<file path="config.mk">
export PLATFORM = sky130hd
export DESIGN_NAME = irf_forward_ctrl
export DESIGN_NICKNAME = d
export VERILOG_FILES = /design/src/rtl/irf_pkg.sv /design/src/rtl/irf_src_match.sv /design/src/rtl/irf_forward_ctrl.sv
export SDC_FILE = /design/constraint.sdc
export NUM_CORES = 1
export LEC_CHECK = 0
export CELL_PAD_IN_SITES_DETAIL_PLACEMENT = 0
export CELL_PAD_IN_SITES_GLOBAL_PLACEMENT = 1
export CORE_MARGIN = 2
export CORE_UTILIZATION = 38
export DETAILED_ROUTE_END_ITERATION = 8
export PLACE_DENSITY = 0.83
export SLEW_MARGIN = 5
export SYNTH_ARGS = -nofsm -noshare
export SYNTH_HDL_FRONTEND = slang
export SYNTH_SLANG_ARGS = --single-unit
</file>
<file path="constraint.sdc">
create_clock -name clk -period 3.91 [get_ports clk]
set_input_delay 0.782 -clock clk [delete_from_list [all_inputs] [get_ports clk]]
set_output_delay 0.782 -clock clk [all_outputs]
set_load 0.02 [all_outputs]
</file>
<file path="src/rtl/irf_pkg.sv">
// Shared types and constants for the integer register-file forwarding control.
// Stage entries are kept all-zero when invalid so write_addr needs no extra masking.
package irf_pkg;

  localparam logic [2:0] SEL_RF  = 3'd0;
  localparam logic [2:0] SEL_E3  = 3'd1;
  localparam logic [2:0] SEL_E4  = 3'd2;
  localparam logic [2:0] SEL_MEM = 3'd3;
  localparam logic [2:0] SEL_WB  = 3'd4;

  localparam logic [4:0] ZERO_REG = 5'd31;

  typedef struct packed {
    logic       valid;
    logic [4:0] dest;
    logic       is_load;
  } stage_t;

  function automatic logic stage_hit(input stage_t e, input logic [4:0] src);
    return e.valid && (e.dest == src);
  endfunction

endpackage

</file>
<file path="src/rtl/irf_src_match.sv">
// Per-operand bypass select and load-use hazard detection, youngest stage first.
// A load hit in E3/E4 reports a hazard and leaves the select at the register file.
module irf_src_match
  import irf_pkg::*;
(
  input  logic [4:0] src,
  input  logic       used,
  input  stage_t     e3,
  input  stage_t     e4,
  input  stage_t     mem,
  input  stage_t     wb,
  output logic [2:0] sel,
  output logic       hazard
);

  always_comb begin
    sel    = SEL_RF;
    hazard = 1'b0;
    if (used && (src != ZERO_REG)) begin
      if (stage_hit(e3, src)) begin
        if (e3.is_load) hazard = 1'b1;
        else            sel    = SEL_E3;
      end else if (stage_hit(e4, src)) begin
        if (e4.is_load) hazard = 1'b1;
        else            sel    = SEL_E4;
      end else if (stage_hit(mem, src)) begin
        sel = SEL_MEM;
      end else if (stage_hit(wb, src)) begin
        sel = SEL_WB;
      end
    end
  end

endmodule

</file>
<file path="src/rtl/irf_forward_ctrl.sv">
// Writer-side register-file control: destination tracking E3..WB, bypass selects,
// load-use issue stall, WB write port and a saturating stall-cycle counter.
module irf_forward_ctrl
  import irf_pkg::*;
#(
  parameter int STALL_CNT_W = 32
) (
  input  logic                   clk,
  input  logic                   rst_n,
  input  logic                   issue_valid,
  output logic                   issue_ready,
  input  logic [4:0]             src_a,
  input  logic [4:0]             src_b,
  input  logic                   src_a_used,
  input  logic                   src_b_used,
  input  logic [4:0]             dest,
  input  logic                   dest_en,
  input  logic                   is_load,
  input  logic                   flush,
  output logic [2:0]             mux3_sel,
  output logic [2:0]             mux4_sel,
  output logic                   write_en,
  output logic [4:0]             write_addr,
  output logic [STALL_CNT_W-1:0] stall_count
);

  stage_t r_e3, r_e4, r_mem, r_wb;
  logic [STALL_CNT_W-1:0] r_stall;

  logic   w_hazard_a, w_hazard_b, w_hazard, w_accept;
  stage_t w_new;

  irf_src_match u_match_a (
    .src(src_a), .used(src_a_used),
    .e3(r_e3), .e4(r_e4), .mem(r_mem), .wb(r_wb),
    .sel(mux3_sel), .hazard(w_hazard_a)
  );

  irf_src_match u_match_b (
    .src(src_b), .used(src_b_used),
    .e3(r_e3), .e4(r_e4), .mem(r_mem), .wb(r_wb),
    .sel(mux4_sel), .hazard(w_hazard_b)
  );

  assign w_hazard    = w_hazard_a || w_hazard_b;
  assign issue_ready = !w_hazard && !flush;
  assign w_accept    = issue_valid && issue_ready;

  always_comb begin
    w_new = '0;
    if (w_accept && dest_en && (dest != ZERO_REG)) begin
      w_new.valid   = 1'b1;
      w_new.dest    = dest;
      w_new.is_load = is_load;
    end
  end

  // Flush kills whatever sits in E3/E4 now; MEM/WB contents still retire.
  always_ff @(posedge clk) begin
    if (!rst_n) begin
      r_e3    <= '0;
      r_e4    <= '0;
      r_mem   <= '0;
      r_wb    <= '0;
      r_stall <= '0;
    end else begin
      r_e3  <= w_new;
      r_e4  <= flush ? '0 : r_e3;
      r_mem <= flush ? '0 : r_e4;
      r_wb  <= r_mem;
      if (issue_valid && w_hazard && !flush && (r_stall != '1))
        r_stall <= r_stall + {{(STALL_CNT_W-1){1'b0}}, 1'b1};
    end
  end

  assign write_en    = r_wb.valid;
  assign write_addr  = r_wb.valid ? r_wb.dest : 5'd0;
  assign stall_count = r_stall;

endmodule

</file>
======== Word level (Yosys, flattened, before mapping) ========
Index checks and enable logic that the tools add are counted.
cells by class
  bitwise gates (word level) .............. 1
  muxes and demuxes ....................... 22
  add/subtract/negate cells ............... 1
  equal/unequal tests ..................... 12
  reduce and logical (&&, ||, !) cells .... 22
operators by type and width
  kind                   count
  $eq 5x5->1             8
  $add 32x1->32 const B  1
  $ne 32x32->1 const B   1
  $mux 3                 10
  $logic_and 1x1->1      17
  $ne 5x5->1 const B     3
  $mux 1                 9
  $mux 7                 1
  $mux 5                 1
  $logic_not 1->1        2
  $mux 2                 1
  $reduce_and 2->1       1
  $reduce_or 2->1        1
  $logic_or 1x1->1       1
  $not 1->1              1
word-level totals
  input port bits ......................... 23
  register bits after elaboration ......... 58
  word-level logic and storage cells ...... 69
  output and inout bits ................... 45

======== Depth between registers and ports, before layout ========
  depth after elaboration ................. 12
  gate-level depth with buffers ........... 11

======== Hierarchy ========
From an unflattened synthesis, not the netlist that was laid out.
unflattened totals
  cells, all modules ...................... 365
  area, all modules ....................... 3143.0 µm²
by module, submodules not included
  module            cells an instance  area each (µm²)  instances
  irf_forward_ctrl  269                2442.3           1
  irf_src_match     48                 350.3            2

======== Worst setup path before layout ========
No wires, ideal clock.
  path kind ............................... input -> output
  start ................................... input src_b[4]
  end ..................................... output issue_ready
  path slack .............................. 346 ps
  arrival ................................. 2782 ps
  data required time ...................... 3128 ps
  cell stages on the path ................. 10
  cells stage by stage .................... buf_2 > xor2_1 > nor4_1 > and3_2 > mux2i_1 > o22a_1 > buf_6 > clkbuf_1 > clkbuf_1 > nor2b_1
between the ends
  word-level cells in the longest chain between the ends .. 8
  elaborated cells between the ends (all ways) .. 12
  classes of those cells .................. eq/ne (3); mux (3); reduce/logical (6)
ends and longest elaborated chain
  what                 RTL line                text
  from (decl)          irf_forward_ctrl.sv:13  input logic [4:0] src_b,
  $eq 5x5->1           irf_pkg.sv:20           return e.valid && (e.dest == src);
  $logic_and 1x1->1    irf_pkg.sv:20
  $mux 1               irf_src_match.sv:23     end else if (stage_hit(e4, src)) begin
  $mux 1               irf_src_match.sv:20     if (stage_hit(e3, src)) begin
  $mux 1 *             irf_src_match.sv:19     if (used && (src != ZERO_REG)) begin
  $logic_or 1x1->1 *   irf_forward_ctrl.sv:45  assign w_hazard = w_hazard_a || w_hazard_b;
  $logic_not 1->1 *    irf_forward_ctrl.sv:46  assign issue_ready = !w_hazard && !flush;
  $logic_and 1x1->1 *  irf_forward_ctrl.sv:46
  to (decl)            irf_forward_ctrl.sv:11  output logic issue_ready,
Mark *: on every way between the ends. The rest lies on a longest branch, timed or not.

======== Worst setup path in the final report ========
  start ................................... input src_a[1]
  end ..................................... output mux3_sel[1]
between the ends
  word-level cells in the longest chain between the ends .. 6
  elaborated cells between the ends (all ways) .. 12
  classes of those cells .................. eq/ne (4); mux (4); reduce/logical (4)
ends and longest elaborated chain
  what               RTL line                text
  from (decl)        irf_forward_ctrl.sv:12  input logic [4:0] src_a,
  $eq 5x5->1         irf_pkg.sv:20
  $logic_and 1x1->1  irf_pkg.sv:20
  $mux 3             irf_src_match.sv:26     end else if (stage_hit(mem, src)) begin
  $mux 3             irf_src_match.sv:23
  $mux 3             irf_src_match.sv:20
  $mux 3 *           irf_src_match.sv:19
  to (decl)          irf_forward_ctrl.sv:20  output logic [2:0] mux3_sel,
Marked as above.

==> impl_metrics.toml <==
[run_status]
status = "finished, final reports clean"

[clocking]
cts_sinks = 58
cts_tree = "done"
cts_buffers = 9
cts_setup_buffers = 0
cts_max_level = 3
clk_latency_ns = 0.33
clock_path_buffers = 2
holdBufCountCts = 0
clk_pin_slew_ns = 0.07
cts_root_buf = "clkbuf_8"

[timing]
slew_violations = 0
finalSetupViolCount = 0
period_needed_ns = 3.734
skew_ns = 0.009906
rsz0062_at_grt = "no"
setup_slack_ns = 0.1762
worst_pin_slew_ns = 1.146
hold_viol_final = 0
relSlewSlack_pct = 23.58
finalCritPeriodShare_pct = 95.49
timing.fmax_mhz = 267.8

[setup_path]
crit_chain = "clkdlybuf4s50_1 -> buf_4 -> xor2_1 -> nor4_1 -> nand3_1 -> nand2b_1 -> o21a_1 -> nor3_1 -> clkdlybuf4s50_1"
crit_path_end_kind = "primary output"
startpoint_type = "input pin"
path_max_fanout = 2
cp_data_required_time_ns = 3.13
crit_buf_inv = 3
worstPathArrival_ns = 2.95
cp_slowest_cell = "clkdlybuf4s50_1"
crit_family = "buffers and inverters"
crit_top_cell = "clkdlybuf4s50_1"
max_stage_delay_ns = 0.63
critPathKind = "in -> out"

[die]
die_w_um = 94.91
initial_utilization_pct = 38.81
num_rows = 33
die_area_um2 = 9008
io_pins = 68
die_height_um = 94.91
core_area_um2 = 8093

[flow_run]
maxCapViolations = 0

[placement]
dpl_cell_area_um2 = 3936
portBuffers = 67
dp_hpwl_mm = 5.641
gp_congestion = 0.9035
pre_cts_slack_ns = -0.05956

[cells_and_area]
multi_input_area_um2 = 1834
nFillCells = 792
drive_gt1_share_pct = 8.390
n_antenna_cell = 0
final_nets = 460
seq_area_um2 = 1161
area_delta_synth_final_pct = 33.86
final_area_um2 = 4204

[worst_hold_path]
min_path_type = "reg -> reg"

[routing]
vias = 2919
via_per_inst = 5.346
wl_per_cell_um = 14.59
route.final.wire_length_mm = 7.966
drtIter0Drc = 190
drc = 0
drtPass1Iterations = 4
ant_nets = 0

[global_route]
grt_use_total_pct = 18.22
grt.overflow.total = 0
grt_max_degree = 63
antenna_found_initial = 0
grt_pass1_wl_mm = 12.87
grt_pass1_vias = 2766

[synth]
syn_area_um2 = 3141
yosysWarnings = 0
seq_area_frac_synth_pct = 36.97
synth.avg_cell_area_um2 = 8.511
ys_ff_latch = 58
ys_types = 36
syn-num-nets = 393
synth_cells = 369

[power]
irDropWorstVdd_mv = 0.1817
total_power_mw = 1.433
power.leakage_nw = 1.523
power_density_nw_per_um2 = 341.0
worst reg2reg max path, cell delays in order (launching register included):
cell and delay [ns]:
dfxtp_1 0.45, and4_1 0.28, and3_1 0.23, and3_1 0.23
nand3_1 0.13, o31ai_4 0.99, buf_4 0.29, or4_1 0.11
a21oi_1 0.06
state kept, by name, indices dropped and copies added, names as in the netlist:
signal       count
r_e4             7
write_en         1
r_wb             5
stall_count     32
r_mem            6
r_e3             7
through the flow:
stage               instances  util [%]   TNS, ns  hold WS, ns
finish                    546     51.95         0       0.4848
CTS                       546     51.89         0       0.4931
floorplan                 369         -         0       0.4346
global placement          530     48.64  -0.09572       0.4678
global route              546     51.95         0       0.5156
detailed placement        530     48.64  -0.08451       0.4830
cells in the mapped netlist:
cell	number	share of area (%)
nand2_1	28	3.3
and3_1	16	3.2
nor4_1	11	2.2
dfxtp_1	58	37
buf_6	4	1.4
o311ai_0	1	0.28
nor2_1	7	0.84
and4_1	4	1.1
o21a_1	2	0.48
or3b_1	1	0.28
o21ai_0	8	1.3
nor3_1	8	1.3
o22a_1	1	0.28
nand3_1	19	3.0
o41ai_1	1	0.28
xor2_1	24	6.7
buf_2	7	1.1
o31ai_1	17	4.1
a31oi_1	1	0.20
and3_2	2	0.48
xnor2_1	16	4.5
and2_1	26	5.2
buf_1	2	0.24
mux2i_1	11	3.5
nor2b_1	2	0.40
nand2b_1	11	2.2
nor4b_1	2	0.56
inv_1	3	0.36
or4_1	17	4.1
a21oi_1	24	3.8
ha_1	1	0.40
clkbuf_1	14	1.7
nand4_1	12	2.4
buf_4	1	0.24
or3_1	5	1.0
mux2_2	2	0.72
area by class of cell:
class                           instances  area share (%)
Inverter                                3          0.2679
Clock inverter                          5           2.976
Multi-Input combinational cell        280           43.63
Timing Repair Buffer                   84           19.02
Tap cell                              105           3.125
Clock buffer                           11           3.363
Sequential cell                        58           27.62
layer usage:
layer	track usage [%]	share of wire [%]	vias to the layer above
li1	-	-	1466
met1	22.95	47	1368
met2	29.85	47	76
met3	5.108	5.3	9
met4	6.401	1.1	0
met5	0	0	-
logic make-up (layout without fill, tap and decap cells):
group,after synthesis,after routing,share of synthesized area (%)
DFF,58,58,36.97
xor gates and xnor gates,40,40,11.16
muxes,13,13,4.223
AOI/OAI and AO/OA,55,55,10.68
and+or+nand+nor,171,171,31.51
adders and majority gates,1,1,0.3983
buffers and inverters,31,103,5.060
repair_timing:
item                                    CTS  global route
gates resized for setup                   3             2
endpoints found under the setup margin    3             2
hold endpoints to repair                  0             0
report_power, final:
part / switching (mW) / internal, mW / total, mW
logic: 0.0464 / 0.0473 / 0.0938
registers: 0.00232 / 0.593 / 0.595
clock network: 0.240 / 0.505 / 0.745
total: 0.289 / 1.14 / 1.43
placed cells by master, fill, tap and decap left out, types with 2 or more instances in the layout:
cell type         n
a21oi_1          24
and2_1           26
and3_1           16
and3_2            2
and4_1            4
buf_4            17
bufinv_16         4
clkbuf_8         10
clkdlybuf4s50_1  62
dfxtp_1          58
dlygate4sd2_1     3
dlymetal6s2s_1    2
inv_1             3
mux2_2            2
mux2i_1          11
nand2_1          28
nand2b_1         11
nand3_1          19
nand4_1          12
nor2_1            7
nor2b_1           2
nor3_1            8
nor4_1           11
nor4b_1           2
o21a_1            2
o21ai_0           8
o31ai_1          16
or3_1             5
or4_1            17
xnor2_1          16
xor2_1           24
path summary, 6_finish.rpt:
check                                       end       startpoint  depth (start not counted)  slack, ns
worst max register to register   stall_count[2]  stall_count[14]                          8       1.03
worst min-delay path            stall_count[17]  stall_count[17]                          2       0.48
worst max-delay path                mux3_sel[1]         src_a[1]                          9       0.18
worst min register to register  stall_count[17]  stall_count[17]                          2       0.48
No activity file was read; power rests on OpenSTA's default activity.
==> RTL change 1 (config.mk and constraints unchanged) <==
Set the parameter `STALL_CNT_W` to 64 (it was 32).
--- a/src/rtl/irf_forward_ctrl.sv
+++ b/src/rtl/irf_forward_ctrl.sv
@@ -3,7 +3,7 @@
 module irf_forward_ctrl
   import irf_pkg::*;
 #(
-  parameter int STALL_CNT_W = 32
+  parameter int STALL_CNT_W = 64
 ) (
   input  logic                   clk,
   input  logic                   rst_n,
Interface: changed (resized stall_count); port bits go from 68 to 100. No check against the original RTL was run, so the function may have changed too.
==> RTL change 1 against the original RTL <==
- die area is 49% higher
- maximum frequency fell by 1.6%
- count of clock-buffer cells in the layout up 2
- core utilization down 0.88 points
- sequential share of layout area rose by 1.5 points
- critical path type unchanged
- sequential cell count grew 32
- cell area is 47% higher
- highest routed layer unchanged
- routed wire length grew 66%
- setup slack lost 0.059 ns
- area after synthesis increased by 51%
- total power grew 27%
- largest power group is now registers
==> RTL change 1: results (changes against the original RTL) <==
INFO  metric rr_endpoint = stall_count[42]
INFO  metric worst-r2r-setup-slack = 0.92 ns (-0.11 ns)
INFO  metric amount_of_wire_on_met3_after_detailed_routing = 819 µm (+95%)
INFO  metric final_setup_skew = 0.00856 ns (-0.00135 ns)
INFO  metric max-vdd-ir-drop = 0.000178 V (-2.0%)
INFO  metric seq-cell-share = 29.1% (+1.5 points)
INFO  metric min_from = stall_count[47]
INFO  metric buffer_area_share = 18.0% (-0.99 points)
INFO  metric critical_path.reg2reg.startpoint = stall_count[8]
INFO  metric sequentialPower = 0.922 mW (+55%)
INFO  metric grt_util_all_layers = 20.3% (+2.1 points)
INFO  metric grt_first_pass_wirelength = 21.3 mm (+65%)
INFO  metric multi_input_area_share = 44.4% (+0.80 points)
INFO  metric cts_root_buffer = sky130_fd_sc_hd__clkbuf_16
INFO  metric nFillCells = 1205 (+52%)
INFO  metric largest_register_ff_count = 64 (+100%)
INFO  metric nonClockInverterCount = 10 (+7)
INFO  metric postSynthNetCount = 594 (+51%)
INFO  metric grt_pass1_vias = 4196 (+52%)
INFO  metric met2_wirelength = 5.99 mm (+60%)
INFO  metric timing.critical_path.to = mux4_sel[0]
INFO  metric grt_start_max_net_pins = 65 (+3.2%)
INFO  metric holdPathEnd = stall_count[47]
INFO  metric net_switching_component_of_the_power = 0.395 mW (+37%)
INFO  metric outcome = completed
INFO  metric drt-vias-per-instance = 5.38 (+0.62%)
INFO  metric multi_input_gates = 436 (+56%)
INFO  metric postCtsResizedCells = 2 (-1)
INFO  metric clock_buffers = 13 (+2)
INFO  metric placed_cell_area = 5890 µm² (+50%)
INFO  metric post_synth_main_area_contributors = sky130_fd_sc_hd__dfxtp_1 (38%), sky130_fd_sc_hd__xor2_1 (5.2%), sky130_fd_sc_hd__xnor2_1 (4.8%)
INFO  metric timing.reg2reg.worst_path_depth = 9 (+1)
INFO  metric drive_gt1_share = 6.92% (-1.5 points)
INFO  metric worst-path-max-fanout = 3 (+1)
INFO  metric placement.io_buffers = 99 (+48%)
-- RTL change 1: through the flow --
step | worst slack (ns) | hold slack [ns] | instances | power, mW | util (%)
floorplan | 0.916 | 0.452 | 570 | 0.998 | -
global placement | 0.00111 | 0.462 | 818 | 1.04 | 48.7
detailed placement | -0.0266 | 0.477 | 818 | 1.04 | 48.7
CTS | 0.00433 | 0.487 | 833 | 1.84 | 51.0
global route | 0.00313 | 0.511 | 833 | 1.89 | 51.1
finish | 0.117 | 0.488 | 833 | 1.82 | 51.1
-- RTL change 1: per-layer routing --
metal | vias to the layer above | GRT usage (%)
met5 | - | 0
met4 | 0 | 5.24
met3 | 13 | 4.71
met2 | 138 | 32.0
met1 | 2128 | 28.0
li1 | 2202 | -
-- RTL change 1: cells by family after synthesis --
kind of cell    count (synthesis)  synth area share, %
compound gates                 86                 11.3
xor+xnor                       54                 9.94
fa+ha+maj                       1                0.263
buf+inv                        44                 4.47
flops                          90                 37.9
mux                            16                 3.37
simple gates                  279                 32.8
==> RTL change 2 (config.mk and constraints unchanged) <==
Without the edit above. Make the reset (`rst_n`) asynchronous in one clocked block.
--- a/src/rtl/irf_forward_ctrl.sv
+++ b/src/rtl/irf_forward_ctrl.sv
@@ -56,7 +56,7 @@
   end
 
   // Flush kills whatever sits in E3/E4 now; MEM/WB contents still retire.
-  always_ff @(posedge clk) begin
+  always_ff @(posedge clk or negedge rst_n) begin
     if (!rst_n) begin
       r_e3    <= '0;
       r_e4    <= '0;
Function: differs if rst_n is asserted again (counterexample within 4 cycles, from zero or initial values and one cycle with rst_n low); with rst_n held inactive, the same outputs for 10 cycles.
==> RTL change 2 against the original RTL <==
- cell area shrank 4.3%
- first-iteration DRC count decreased by 54%
- setup slack worse by 0.069 ns
- area after synthesis fell by 3.7%
- synthesized cell count down 21%
- routed wire length down 11%
- final cell count fell by 13%
- critical path depth shrank 1
- global-route usage shrank 0.65 points
- total power is 19% lower
- sequential cell count unchanged
==> RTL change 2: results (changes against the original RTL) <==
INFO  metric outcome = completed
INFO  metric pre_cts_ws = -0.143 ns (-0.0838 ns)
INFO  metric worst_slew_margin_rel = 39.3% (+16 points)
INFO  metric placed_cell_area = 3850 µm² (-2.1%)
INFO  metric drive_gt1_share = 10.2% (+1.9 points)
INFO  metric grt_first_pass_wirelength = 11.8 mm (-8.5%)
INFO  metric numPlacedInstances = 461 (-13%)
INFO  metric hpwlAfterDp = 5.14 mm (-8.9%)
INFO  metric postSynthNetCount = 315 (-20%)
INFO  metric synthArstFlopShare = 100% (+100 points)
INFO  metric gp_routability_congestion = 0.821 (-9.1%)
INFO  metric family_of_cells_with_the_greatest_summed_delay_on_the_critical_path = buffers and inverters
INFO  metric cp_slowest_stage_delay = 0.61 ns (-0.02 ns)
INFO  metric post_synth_main_area_contributors = sky130_fd_sc_hd__dfrtp_1 (48%), sky130_fd_sc_hd__xnor2_1 (12%), sky130_fd_sc_hd__xor2_1 (9.0%)
INFO  metric synthDistinctLibCells = 34 (-5.6%)
INFO  metric final_setup_skew = 0.00314 ns (-0.00677 ns)
INFO  metric wirelength = 7.12 mm (-11%)
INFO  metric leakage_dissipation = 1.77 nW (+16%)
INFO  metric synth.yosys.seq_area_share = 48.0% (+11 points)
INFO  metric worst-path-max-fanout = 4 (+2)
INFO  metric avgSynthCellArea = 10.4 µm² (+22%)
INFO  metric synth_common_cells = sky130_fd_sc_hd__dfrtp_1 (58), sky130_fd_sc_hd__xnor2_1 (40), sky130_fd_sc_hd__xor2_1 (31)
INFO  metric grt_pass1_vias = 2450 (-11%)
INFO  metric drt_iter0_drc = 87 (-54%)
INFO  metric drt-vias-per-instance = 5.00 (-6.5%)
INFO  metric max-vdd-ir-drop = 0.000157 V (-13%)
INFO  metric cellInternalPower = 0.885 mW (-23%)
INFO  metric grt_start_max_net_pins = 42 (-33%)
INFO  metric grt_util_all_layers = 17.6% (-0.65 points)
==> RTL change 2: final cells by class <==
type	instances	area (µm²)
Sequential cell	58	1450
Inverter	2	7.51
Clock buffer	11	141
Tap cell	102	128
Timing Repair Buffer	84	807
Multi-Input combinational cell	215	1480
Fill cell	694	3700
Clock inverter	1	5.00
==> RTL change 2: power by group through the flow <==
stage	Combinational [mW]	Clock, mW	Sequential (mW)
global route	0.108	0.487	0.612
finish	0.0977	0.447	0.612
detailed placement	0.0971	0	0.622
floorplan	0.0441	0	0.621
CTS	0.0981	0.463	0.611
global placement	0.0956	0	0.622
==> RTL change 2: kinds of logic after synthesis <==
family	synth area share, %
AND/OR/NAND/NOR	23.7
XOR/XNOR	20.6
flip-flops	48.0
buffers and inverters	3.64
AO/OA/AOI/OAI	2.94
multiplexers	0.703
adder cells (fa/ha/maj)	0.414
==> RTL change 2: path summary, 6_finish.rpt <==
check | start | to | slack, ns | cells past startpoint
min in group asynchronous | rst_n | r_wb[5] | 0.58 | 1
worst min register to register | r_mem[6] | write_en | 0.41 | 0
worst max-delay path | src_a[2] | mux3_sel[0] | 0.11 | 8
worst min-delay path | r_mem[6] | write_en | 0.41 | 0
worst max register to register | r_e3[5] | r_e3[4] | 1.34 | 8
max in group asynchronous | rst_n | stall_count[8] | 2.55 | 2
==> RTL change 2: repair_timing <==
action / CTS / global route
hold buffers: 0 / 0
setup endpoints to repair: 3 / 3
gates resized for setup: 4 / 5
==> RTL change 2: routing by layer <==
metal	global-route usage [%]	share of wire (%)
met1	22.5	46
met2	27.8	46
met3	4.03	4.9
met4	9.19	2.9
met5	0	0
